**src/rtl/tick_divider_chain_if.sv**
```systemverilog
// Control and status bundle for tick_divider_chain. The timebase owner drives
// it through the master modport, and the divider drives it through the slave modport.
interface tick_divider_chain_if #(
    parameter int WIDTH  = 16,
    parameter int STAGES = 3
);
    // Load is a single-cycle request that is sampled on the rising edge of Clock.
    // Divisor only needs to be valid in that cycle. It has no ready signal:
    // a rejected request is reported one cycle later on LoadErr.
    logic              Enable;
    logic              Clear;
    logic              Load;
    logic [WIDTH-1:0]  Divisor;
    logic [STAGES:0]   Tick;
    logic [STAGES:0]   Square;
    logic [WIDTH-1:0]  CurDivisor;
    logic              LoadErr;

    modport master (
        output Enable, Clear, Load, Divisor,
        input  Tick, Square, CurDivisor, LoadErr
    );

    modport slave (
        input  Enable, Clear, Load, Divisor,
        output Tick, Square, CurDivisor, LoadErr
    );
endinterface

```
**src/rtl/tick_divider_chain.sv**
```systemverilog
// Timebase generator: a loadable base divider followed by fixed-ratio prescalers.
// Define TICK_DIVIDER_CHAIN_RUNTIME_LOAD_EN to enable runtime loading of the base divisor.
module tick_divider_chain #(
    parameter int WIDTH       = 16,
    parameter int DEFAULT_DIV = 25000,
    parameter int STAGES      = 3,
    parameter int RATIO       = 10
) (
    input  logic                 Clock,
    input  logic                 Reset,
    tick_divider_chain_if.slave  bus
);
    localparam int              CW      = $clog2(RATIO);
    localparam logic [WIDTH-1:0] DEF_DIV = WIDTH'(DEFAULT_DIV);
    localparam logic [WIDTH-1:0] ONE     = WIDTH'(1);
    localparam logic [CW-1:0]    LAST_K  = CW'(RATIO - 1);
    localparam logic [CW-1:0]    ONE_K   = CW'(1);

    logic [WIDTH-1:0] r_c0;
    logic [CW-1:0]    r_ck [STAGES];
    logic [STAGES:0]  r_tick;
    logic [STAGES:0]  r_square;
    logic             r_load_err;

    logic [WIDTH-1:0] w_cur_div;
    logic [WIDTH-1:0] w_last_c0;
    logic [STAGES:0]  w_term;
    logic             w_load_ok;
    logic             w_load_bad;

`ifdef TICK_DIVIDER_CHAIN_RUNTIME_LOAD_EN
    logic [WIDTH-1:0] r_cur_div;

    assign w_load_ok  = bus.Load && (bus.Divisor > ONE);
    assign w_load_bad = bus.Load && (bus.Divisor <= ONE);
    assign w_cur_div  = r_cur_div;

    always_ff @(posedge Clock or posedge Reset) begin
        if (Reset) begin
            r_cur_div <= DEF_DIV;
        end else if (!bus.Clear && w_load_ok) begin
            r_cur_div <= bus.Divisor;
        end
    end
`else
    logic w_unused_load;

    assign w_load_ok     = 1'b0;
    assign w_load_bad    = 1'b0;
    assign w_cur_div     = DEF_DIV;
    assign w_unused_load = &{1'b0, bus.Load, bus.Divisor};
`endif

    // Terminal flags ripple combinationally, so stages that finish together tick in the same cycle.
    // The >= comparison keeps a counter from running past its terminal value.
    always_comb begin
        logic v_term;
        w_last_c0 = w_cur_div - ONE;
        w_term    = '0;
        v_term    = bus.Enable && (r_c0 >= w_last_c0);
        w_term[0] = v_term;
        for (int k = 1; k <= STAGES; k++) begin
            v_term    = v_term && (r_ck[k-1] >= LAST_K);
            w_term[k] = v_term;
        end
    end

    always_ff @(posedge Clock or posedge Reset) begin
        if (Reset) begin
            r_c0       <= '0;
            r_tick     <= '0;
            r_square   <= '0;
            r_load_err <= 1'b0;
            for (int k = 0; k < STAGES; k++) r_ck[k] <= '0;
        end else if (bus.Clear) begin
            r_c0       <= '0;
            r_tick     <= '0;
            r_square   <= '0;
            r_load_err <= 1'b0;
            for (int k = 0; k < STAGES; k++) r_ck[k] <= '0;
        end else if (w_load_ok) begin
            r_c0       <= '0;
            r_tick     <= '0;
            r_load_err <= 1'b0;
            for (int k = 0; k < STAGES; k++) r_ck[k] <= '0;
        end else begin
            // When Enable is low every w_term bit is 0, so Tick clears and Square holds.
            r_load_err <= w_load_bad;
            r_tick     <= w_term;
            r_square   <= r_square ^ w_term;
            if (bus.Enable) begin
                r_c0 <= w_term[0] ? '0 : r_c0 + ONE;
                for (int k = 1; k <= STAGES; k++) begin
                    if (w_term[k]) begin
                        r_ck[k-1] <= '0;
                    end else if (w_term[k-1]) begin
                        r_ck[k-1] <= r_ck[k-1] + ONE_K;
                    end
                end
            end
        end
    end

    assign bus.Tick       = r_tick;
    assign bus.Square     = r_square;
    assign bus.CurDivisor = w_cur_div;
    assign bus.LoadErr    = r_load_err;
endmodule

```
**src/flat_wrapper.sv**
```systemverilog
// flat-port wrapper written by rule: the top's interface ports become plain ports
module tick_divider_chain_flat 
#(
    parameter int WIDTH       = 16,
    parameter int DEFAULT_DIV = 25000,
    parameter int STAGES      = 3,
    parameter int RATIO       = 10
)
  (Clock, Reset, bus_Enable, bus_Clear, bus_Load, bus_Divisor, bus_Tick, bus_Square, bus_CurDivisor, bus_LoadErr);
  tick_divider_chain_if #(.WIDTH(WIDTH), .STAGES(STAGES)) bus_i ();
  input  logic Clock;
  input  logic Reset;
  input wire logic [$bits(bus_i.Enable)-1:0] bus_Enable;
  input wire logic [$bits(bus_i.Clear)-1:0] bus_Clear;
  input wire logic [$bits(bus_i.Load)-1:0] bus_Load;
  input wire logic [$bits(bus_i.Divisor)-1:0] bus_Divisor;
  output wire logic [$bits(bus_i.Tick)-1:0] bus_Tick;
  output wire logic [$bits(bus_i.Square)-1:0] bus_Square;
  output wire logic [$bits(bus_i.CurDivisor)-1:0] bus_CurDivisor;
  output wire logic [$bits(bus_i.LoadErr)-1:0] bus_LoadErr;
  assign bus_i.Enable = bus_Enable;
  assign bus_i.Clear = bus_Clear;
  assign bus_i.Load = bus_Load;
  assign bus_i.Divisor = bus_Divisor;
  assign bus_Tick = bus_i.Tick;
  assign bus_Square = bus_i.Square;
  assign bus_CurDivisor = bus_i.CurDivisor;
  assign bus_LoadErr = bus_i.LoadErr;
  tick_divider_chain #(.WIDTH(WIDTH), .DEFAULT_DIV(DEFAULT_DIV), .STAGES(STAGES), .RATIO(RATIO)) u_core (.Clock(Clock), .Reset(Reset), .bus(bus_i));
endmodule
```
**config.mk**
```make
export PLATFORM = sky130hd
export DESIGN_NAME = tick_divider_chain_flat
export DESIGN_NICKNAME = d
export VERILOG_FILES = /design/src/rtl/tick_divider_chain_if.sv /design/src/rtl/tick_divider_chain.sv /design/src/flat_wrapper.sv
export SDC_FILE = /design/constraint.sdc
export NUM_CORES = 1
export LEC_CHECK = 0
export BUFFER_PORTS_ARGS = -buffer_cell sky130_fd_sc_hd__buf_2
export CORE_MARGIN = 1
export CORE_UTILIZATION = 58
export DETAILED_ROUTE_END_ITERATION = 12
export PLACE_DENSITY_LB_ADDON = 0.2
export SYNTH_ARGS = -nofsm -noshare
export SYNTH_HDL_FRONTEND = slang
export SYNTH_SLANG_ARGS = --single-unit
export TNS_END_PERCENT = 1
```
**constraint.sdc**
```tcl
create_clock -name Clock -period 4.4 [get_ports Clock]
set_input_delay 1.1 -clock Clock [delete_from_list [all_inputs] [get_ports Clock]]
set_output_delay 1.1 -clock Clock [all_outputs]
set_load 0.1 [all_outputs]
```
Yosys cells after proc, flatten, opt, wreduce, memory -nomap -nowiden

Cells that the tools add are included.

Flip-flop bits (word level): 36
Input bits: 21
Output and inout port bits: 25
Word-level logic and storage cells: 39

Add/subtract/negate cells: 4
Order comparisons: 4
Mux-type cells: 13
Bitwise gates (word level): 1
Reduce and logical (&&, ||, !) cells: 11

Operators with widths:

| kind                                                                                   | number |
|---|---|
| 16-bit two-way mux                                                                     | 3 |
| 4-bit two-way mux                                                                      | 8 |
| 12-bit two-way mux                                                                     | 2 |
| 16-bit by 1-bit adder with 16-bit output (second input constant)                       | 1 |
| 16-bit by 15-bit greater-or-equal comparator with 1-bit output (second input constant) | 1 |
| 4-bit by 1-bit adder with 4-bit output (second input constant)                         | 3 |
| 4-bit greater-or-equal comparator (second input constant)                              | 3 |
| 3-bit nonzero test                                                                     | 3 |
| 2-bit AND reduction                                                                    | 3 |
| 1-bit logical AND                                                                      | 4 |
| 4-bit bitwise XOR                                                                      | 1 |
| 2-bit nonzero test                                                                     | 1 |

Logic depth before layout (Yosys ltp)

Gate-level depths: netlist of run 1.

Depth after elaboration: 8
Gate-level depth with buffers: 6
Mapped depth without buffers: 6

Worst setup path before layout of run 1

Ideal clock, no wire load.

Path type: input -> register
Start: input bus_Enable
End: register u_core.r_square[3] (netlist: u_core.bus.Square[3])
Library setup time: 128 ps
Arrival time: 2068 ps
Setup slack: 2205 ps
Cell stages on the path: 4
Path buffers: 1
Path through: buf_2 -> o21ai_1 -> nor4_2 -> mux2_1

Cells in the longest elaborated chain, start to end: 6

RTL lines:

| item                           | line                     | RTL |
|---|---|---|
| from (decl)                    | flat_wrapper.sv:13       | `input wire logic [$bits(bus_i.Enable)-1:0] bus_Enable;` |
| 1-bit logical AND              | tick_divider_chain.sv:60 | `v_term = bus.Enable && (r_c0 >= w_last_c0);` |
| 1-bit logical AND (3 in a row) | tick_divider_chain.sv:63 | `v_term = v_term && (r_ck[k-1] >= LAST_K);` |
| 4-bit bitwise XOR              | tick_divider_chain.sv:90 | `r_square <= r_square ^ w_term;` |
| 4-bit two-way mux              | tick_divider_chain.sv:75 | `end else if (bus.Clear) begin` |
| to (signal assigned)           | tick_divider_chain.sv:90 |  |
| to (decl)                      | tick_divider_chain.sv:22 | `logic [STAGES:0] r_square;` |

No other way between the ends.
A chain may end at the register's enable or synchronous reset.

Final worst setup path of run 1

Start: register u_core.r_c0[0]
End: register u_core.r_square[1] (netlist: u_core.bus.Square[1])

Cells in the longest elaborated chain, start to end: 5

RTL lines:

| item                                                           | line                     | RTL |
|---|---|---|
| from (decl)                                                    | tick_divider_chain.sv:19 | `logic [WIDTH-1:0] r_c0;` |
| from (signal assigned)                                         | tick_divider_chain.sv:92 | `r_c0 <= w_term[0] ? '0 : r_c0 + ONE;` |
| 16-bit by 15-bit greater-or-equal comparator with 1-bit output | tick_divider_chain.sv:60 |  |
| 1-bit logical AND                                              | tick_divider_chain.sv:60 |  |
| 1-bit logical AND                                              | tick_divider_chain.sv:63 |  |
| 4-bit bitwise XOR                                              | tick_divider_chain.sv:90 |  |
| 4-bit two-way mux                                              | tick_divider_chain.sv:75 |  |

No other way between the ends.

==> impl_metrics.py, run 1 <==
metrics = {
    "status": {
        "status": "completed",
    },
    "min_path": {
        "hold_class": "reg2reg",
    },
    "clock_network": {
        "cts-root-buf": "clkbuf_8",
        "clkLatencyLatePin_ns": 0.30,
        "cts_tree": "done",
        "cts_made_buffers": 5,
        "cts_buffer_depth": 2,
        "postCtsResizedCells": 0,
        "cts_setup_buffers": 0,
        "cts_hold_buf": 0,
        "path_clk_slew_ns": 0.08,
        "cts-htree-levels": 2,
        "cts.sinks": 36,
    },
    "yosys": {
        "yosysTopAreaCellShare_pct": 42.1,
        "synthCells": 225,
        "avgSynthCellArea_um2": 9.51,
        "ys.flop_type": "dfrtp_1",
        "seq_area_frac_synth_pct": 42.1,
        "synth_cell_types": 47,
        "synth-seq-cells": 36,
        "ys_warn_count": 0,
        "yosysTopAreaCell": "dfrtp_1",
        "yosys-top-cells-area": "dfrtp_1, buf_4, ha_1, nor2_1, xnor2_1",
        "synth-edff-count": 0,
        "synth_area_um2": 2140,
        "async_flop_share_pct": 100,
    },
    "global_route": {
        "grt_use_total_pct": 22.6,
        "grt_pass1_wl_mm": 6.98,
        "overflow": 0,
        "grt_max_degree": 25,
        "antenna_found_initial": 0,
        "grt_pass1_vias": 1514,
    },
    "detailed_routing": {
        "drt_iter0_drc": 101,
        "wire_per_inst_um": 13.6,
        "wirelength_mm": 3.83,
        "drt_pass1_iterations": 4,
        "drcViolationCount": 0,
        "viasPerCell": 5.64,
        "drt.antenna.violating_nets": 0,
        "vias": 1591,
    },
    "sta": {
        "worst_pin_slew_ns": 1.04,
        "clock_skew_ns": 0.00786,
        "slew_headroom_pct": 30.3,
        "drv_slew": 0,
        "period_needed_ns": 2.43,
        "finalCritPeriodShare_pct": 55.3,
        "rsz0062_at_grt": "no",
        "final-setup-viol-count": 0,
        "hold_viol_final": 0,
        "clock.fmax_mhz": 411,
        "setup_tns_ns": 0,
    },
    "floorplanning": {
        "initial_utilization_pct": 62.2,
        "die_h_um": 62.8,
        "core_um2": 3440,
        "rows": 21,
        "io_pins": 46,
        "die-area_um2": 3940,
        "die_x_um": 62.8,
    },
    "final_layout": {
        "drive_gt1_share_pct": 13.1,
        "final_cell_area_um2": 2270,
        "diodes": 0,
        "layout.cells.non_filler": 282,
        "area_growth_pct": 5.90,
        "nets": 266,
    },
    "place": {
        "place_area_um2": 2160,
        "dpl.hpwl_mm": 2.59,
        "place_congestion": 0.799,
        "io_buffers": 11,
        "dp.cells": 274,
    },
    "worst_setup_path": {
        "regToRegSetupSlack_ns": 1.97,
        "end_kind": "register",
        "cp.required_ns": 4.58,
        "path_max_fanout": 13,
        "worstSetupPathType": "reg2reg",
        "crit_path_start_kind": "register",
        "arrival_ns": 2.62,
    },
    "power": {
        "p_per_area_nw_per_um2": 314,
        "p_leak_nw": 0.988,
        "finalPower_w": 0.000712,
        "ir_drop_v": 0.000208,
    },
    "run": {
        "drv_cap": 0,
    },
}
[synth_stat cells (2+ instances only)]
library cell  count
buf_2             3
nor4_1            2
nor3_1            7
buf_4            19
nand2_1           8
clkbuf_1          2
o31ai_1           5
a211o_1           2
o211ai_1          5
ha_1             10
nand2b_1          3
xor2_1            4
a21oi_1          15
conb_1            2
o41ai_1           4
xnor2_1           9
nor2_1           23
and2_1            2
o21ai_1           3
nand3_1           4
and3_1            5
or3b_2            3
nor2b_1           4
nand4_1          11
inv_1            13
dfrtp_1          36
[path summary, 6_finish.rpt]
| path | start | to | depth (start not counted) |
|---|---|---|---|
| max | u_core.r_c0[0] | u_core.bus.Square[1] | 5 |
| min | u_core.r_c0[14] | u_core.r_c0[14] | 2 |
| max reg2reg | u_core.r_c0[0] | u_core.bus.Square[1] | 5 |
| min reg2reg | u_core.r_c0[14] | u_core.r_c0[14] | 2 |
| max in group asynchronous | Reset | u_core.r_c0[6] | 3 |
| min in group asynchronous | Reset | u_core.bus.Tick[2] | 2 |
[sequential cells by signal (all words and copies together), names as in the netlist]
register and flops:
u_core.bus.Tick 4, u_core.r_ck 12, u_core.r_c0 16, u_core.bus.Square 4
[critical path, cell delays in order, from the launching register on]
cell,delay [ns]
dfrtp_1,0.41
ha_1,0.28
a2111oi_2,0.46
o211ai_1,0.50
nand3_2,0.31
mux2_2,0.36
[power by group]
part / internal [W] / switching, W / total, W / leakage, nW
combinational: 0.00000578 / 0.0000797 / 0.0000855 / 0.432
sequential: 0.000332 / 0.00000184 / 0.000334 / 0.502
clock: 0.000168 / 0.000125 / 0.000292 / 0.0541
[metal layers]
metal	vias to the layer above	share of wire [%]	track usage, %
met4	0	1.6	7.27
met3	6	4.1	6.75
met5	-	0	0
li1	785	-	-
met2	38	43	33.3
met1	762	51	31.8
[cell families after synthesis]
group	synth area share, %
compound gates	14.4
mux	1.52
xor+xnor	5.32
buf+inv	10.2
simple gates	20.3
other cells	0.351
fa+ha+maj	5.84
flops	42.1
[cell usage in the layout (no fill, tap or decap), types with 2 or more instances in the layout]
master    count
dfrtp_1      36
nor2_1       23
conb_1       17
a21oi_1      15
inv_1        13
nand4_1      11
buf_2        11
ha_1         10
xnor2_1       9
nand2_1       8
nor3_1        7
o211ai_1      5
o31ai_1       5
and3_1        5
clkbuf_8      5
o41ai_1       4
nor2b_1       4
nand3_1       4
xor2_1        4
or3b_2        3
nand2b_1      3
o21ai_1       3
and2_1        2
a211o_1       2
nor4_1        2
buf_4         2
[cell type report]
| class | count | area, µm² |
|---|---|---|
| fillers | 300 | 1170 |
| multi-input cells | 166 | 1080 |
| flip-flops and latches | 36 | 901 |
| repair buffers | 13 | 70.1 |
| clock buffers | 5 | 68.8 |
| well taps | 46 | 57.6 |
| inverters | 13 | 48.8 |
| clock inverters | 3 | 42.5 |
[through the flow]
stage / hold WS, ns / worst slack (ns) / util (%)
detailed placement: 0.487 / 1.79 / 62.6
global placement: 0.492 / 1.80 / 62.6
floorplan: 0.452 / 2.20 / -
global route: 0.525 / 1.78 / 65.9
CTS: 0.507 / 1.95 / 65.9
finish: 0.510 / 1.97 / 65.9
(Power assumes the default switching activity.)
==> run 2: changes to the inputs <==
- CORE_UTILIZATION: 58 -> 54
- clock period: 4.4 -> 2.5 ns (I/O delays scaled with it)
==> run 2 against run 1 <==
Against the previous run:
- first-iteration DRC count up 13%
- non-clock buffer count up 3
- global-route usage down 0.63 points
- largest power group unchanged
- highest routed layer unchanged
==> impl_metrics.py, run 2 (same netlist as run 1, synthesis figures left out) <==
metrics = {
    "sta": {
        "rsz0062_at_grt": "no",
        "hold-worst-slack_ns": 0.435,
        "worst_pin_slew_ns": 0.666,
        "slew_headroom_pct": 55.3,
        "final-setup-viol-count": 0,
        "clock.fmax_mhz": 468,
        "drv_slew": 0,
        "finalCritPeriodShare_pct": 85.4,
        "clock_skew_ns": 0.00451,
        "period_needed_ns": 2.14,
        "setup_tns_ns": 0,
        "hold_viol_final": 0,
    },
    "detailed_routing": {
        "highest_layer": "met4",
        "wire_per_inst_um": 13.7,
        "drt_iter0_drc": 114,
        "vias": 1618,
        "viasPerCell": 5.64,
        "drcViolationCount": 0,
        "wirelength_mm": 3.93,
        "drt_pass1_iterations": 4,
        "drt.antenna.violating_nets": 0,
        "wl_met2_mm": 1.84,
        "wl_met1_mm": 1.90,
        "dr_wl_met3_um": 143,
    },
    "final_layout": {
        "biggestRegsByFlops": "u_core.r_c0: 16 flops, u_core.r_ck: 12 flops",
        "diodes": 0,
        "area_growth_pct": 7.77,
        "largest_register_ffs": 16,
        "final_cell_mix": "dfrtp_1, nor2_1, conb_1, a21oi_1, inv_1",
        "layout_commonest_cell": "dfrtp_1",
        "drive_gt1_share_pct": 14.2,
        "final_util_pct": 61.6,
        "nets": 269,
        "fillers": 317,
        "regMostFlops": "u_core.r_c0",
    },
    "worst_setup_path": {
        "arrival_ns": 2.35,
        "slowest_delay_ns": 0.49,
        "worstSetupPathType": "reg2reg",
        "cp.required_ns": 2.72,
        "path_max_fanout": 6,
        "crit_path_start_kind": "register",
        "crit_chain": "ha_1 > a2111oi_2 > o211ai_1 > buf_4 > a211o_1 > a21oi_1",
        "crit_slowest_cell": "a2111oi_2",
        "end_kind": "register",
    },
    "clock_network": {
        "cts-htree-levels": 2,
        "postCtsResizedCells": 0,
        "cts_tree": "done",
        "cts_made_buffers": 5,
        "path_clk_slew_ns": 0.08,
        "cts-root-buf": "clkbuf_8",
        "cts_setup_buffers": 0,
        "cts.sinks": 36,
        "cts_hold_buf": 0,
        "cts_buffer_depth": 2,
        "clkLatencyLatePin_ns": 0.29,
    },
    "global_route": {
        "overflow": 0,
        "grt_pass1_wl_mm": 7.07,
        "antenna_found_initial": 0,
        "grt_pass1_vias": 1565,
        "grt_use_total_pct": 22.0,
        "grt_max_degree": 37,
    },
    "min_path": {
        "hold_class": "in2async",
    },
    "power": {
        "swShare_pct": 27.6,
        "power_frac_comb_pct": 11.6,
        "finalPower_w": 0.00131,
        "p_int_w": 0.000949,
        "power_frac_seq_pct": 44.9,
        "p_leak_nw": 1.01,
        "p_per_area_nw_per_um2": 568,
        "switchingPower_w": 0.000361,
        "p_clk_share_pct": 43.4,
        "ir_drop_v": 0.000330,
    },
    "floorplanning": {
        "die_x_um": 65.0,
        "rows": 22,
        "initial_utilization_pct": 57.2,
        "core_um2": 3740,
        "die-area_um2": 4220,
        "die_h_um": 65.0,
        "io_pins": 46,
    },
    "status": {
        "status": "completed",
    },
    "place": {
        "place_congestion": 0.818,
        "io_buffers": 11,
        "dpl.hpwl_mm": 2.66,
    },
    "run": {
        "drv_cap": 0,
    },
}
-- run 2: cell count changes in the layout (fill, tap and decap cells not counted) --
cell | previous run | this run
clkinvlp_4 | 1 | 0
clkinv_2 | 1 | 0
buf_4 | 2 | 5
clkbuf_8 | 5 | 7
-- run 2: stage by stage --
stage	setup slack [ns]	std cells	cell area (µm²)
finish	0.365	287	2310
floorplan	0.611	240	2200
global route	0.214	287	2310
global placement	0.427	279	2180
CTS	0.374	287	2310
detailed placement	0.412	279	2180
-- run 2: area by class of cell --
cell class / instances / area, µm² / share of cell area [%]
Tap cell: 48 / 60.1 / 2.60
Clock buffer: 7 / 96.3 / 4.18
Inverter: 13 / 48.8 / 2.11
Sequential cell: 36 / 901 / 39.0
Timing Repair Buffer: 16 / 92.6 / 4.01
Clock inverter: 1 / 30.0 / 1.30
Multi-Input combinational cell: 166 / 1080 / 46.7
-- run 2: path summary, 6_finish.rpt --
| path | startpoint | to | slack [ns] | cells after the start |
|---|---|---|---|---|
| max | u_core.r_c0[0] | u_core.r_c0[4] | 0.36 | 6 |
| min | Reset | u_core.bus.Square[0] | 0.44 | 3 |
| max reg2reg | u_core.r_c0[0] | u_core.r_c0[4] | 0.36 | 6 |
| min reg2reg | u_core.r_c0[14] | u_core.r_c0[14] | 0.52 | 2 |
| max in group asynchronous | Reset | u_core.r_ck[7] | 1.74 | 3 |
| min in group Clock | u_core.r_c0[14] | u_core.r_c0[14] | 0.52 | 2 |
-- run 2: per-layer routing --
| layer | GRT usage (%) | up-vias |
|---|---|---|
| met1 | 28.9 | 788 |
| met5 | 0 | - |
| met3 | 5.46 | 5 |
| met2 | 34.2 | 35 |
| met4 | 9.17 | 0 |
| li1 | - | 790 |
-- run 2: critical path: cells and delay by family, from the launching register on --
| kind | cells | cell delay [ns] |
|---|---|---|
| DFF | 1 | 0.41 |
| AOI/OAI and AO/OA | 4 | 1.15 |
| buffers and inverters | 1 | 0.23 |
| adders and majority gates | 1 | 0.27 |
-- run 2: power by group through the flow --
| stage | Sequential [W] | Combinational [W] | Clock (W) |
|---|---|---|---|
| after floorplan | 0.000599 | 0.000161 | 0 |
| after global placement | 0.000599 | 0.000153 | 0 |
| after detailed placement | 0.000600 | 0.000153 | 0 |
| after global routing | 0.000589 | 0.000160 | 0.000604 |
| after CTS | 0.000588 | 0.000154 | 0.000582 |
| final | 0.000588 | 0.000152 | 0.000569 |
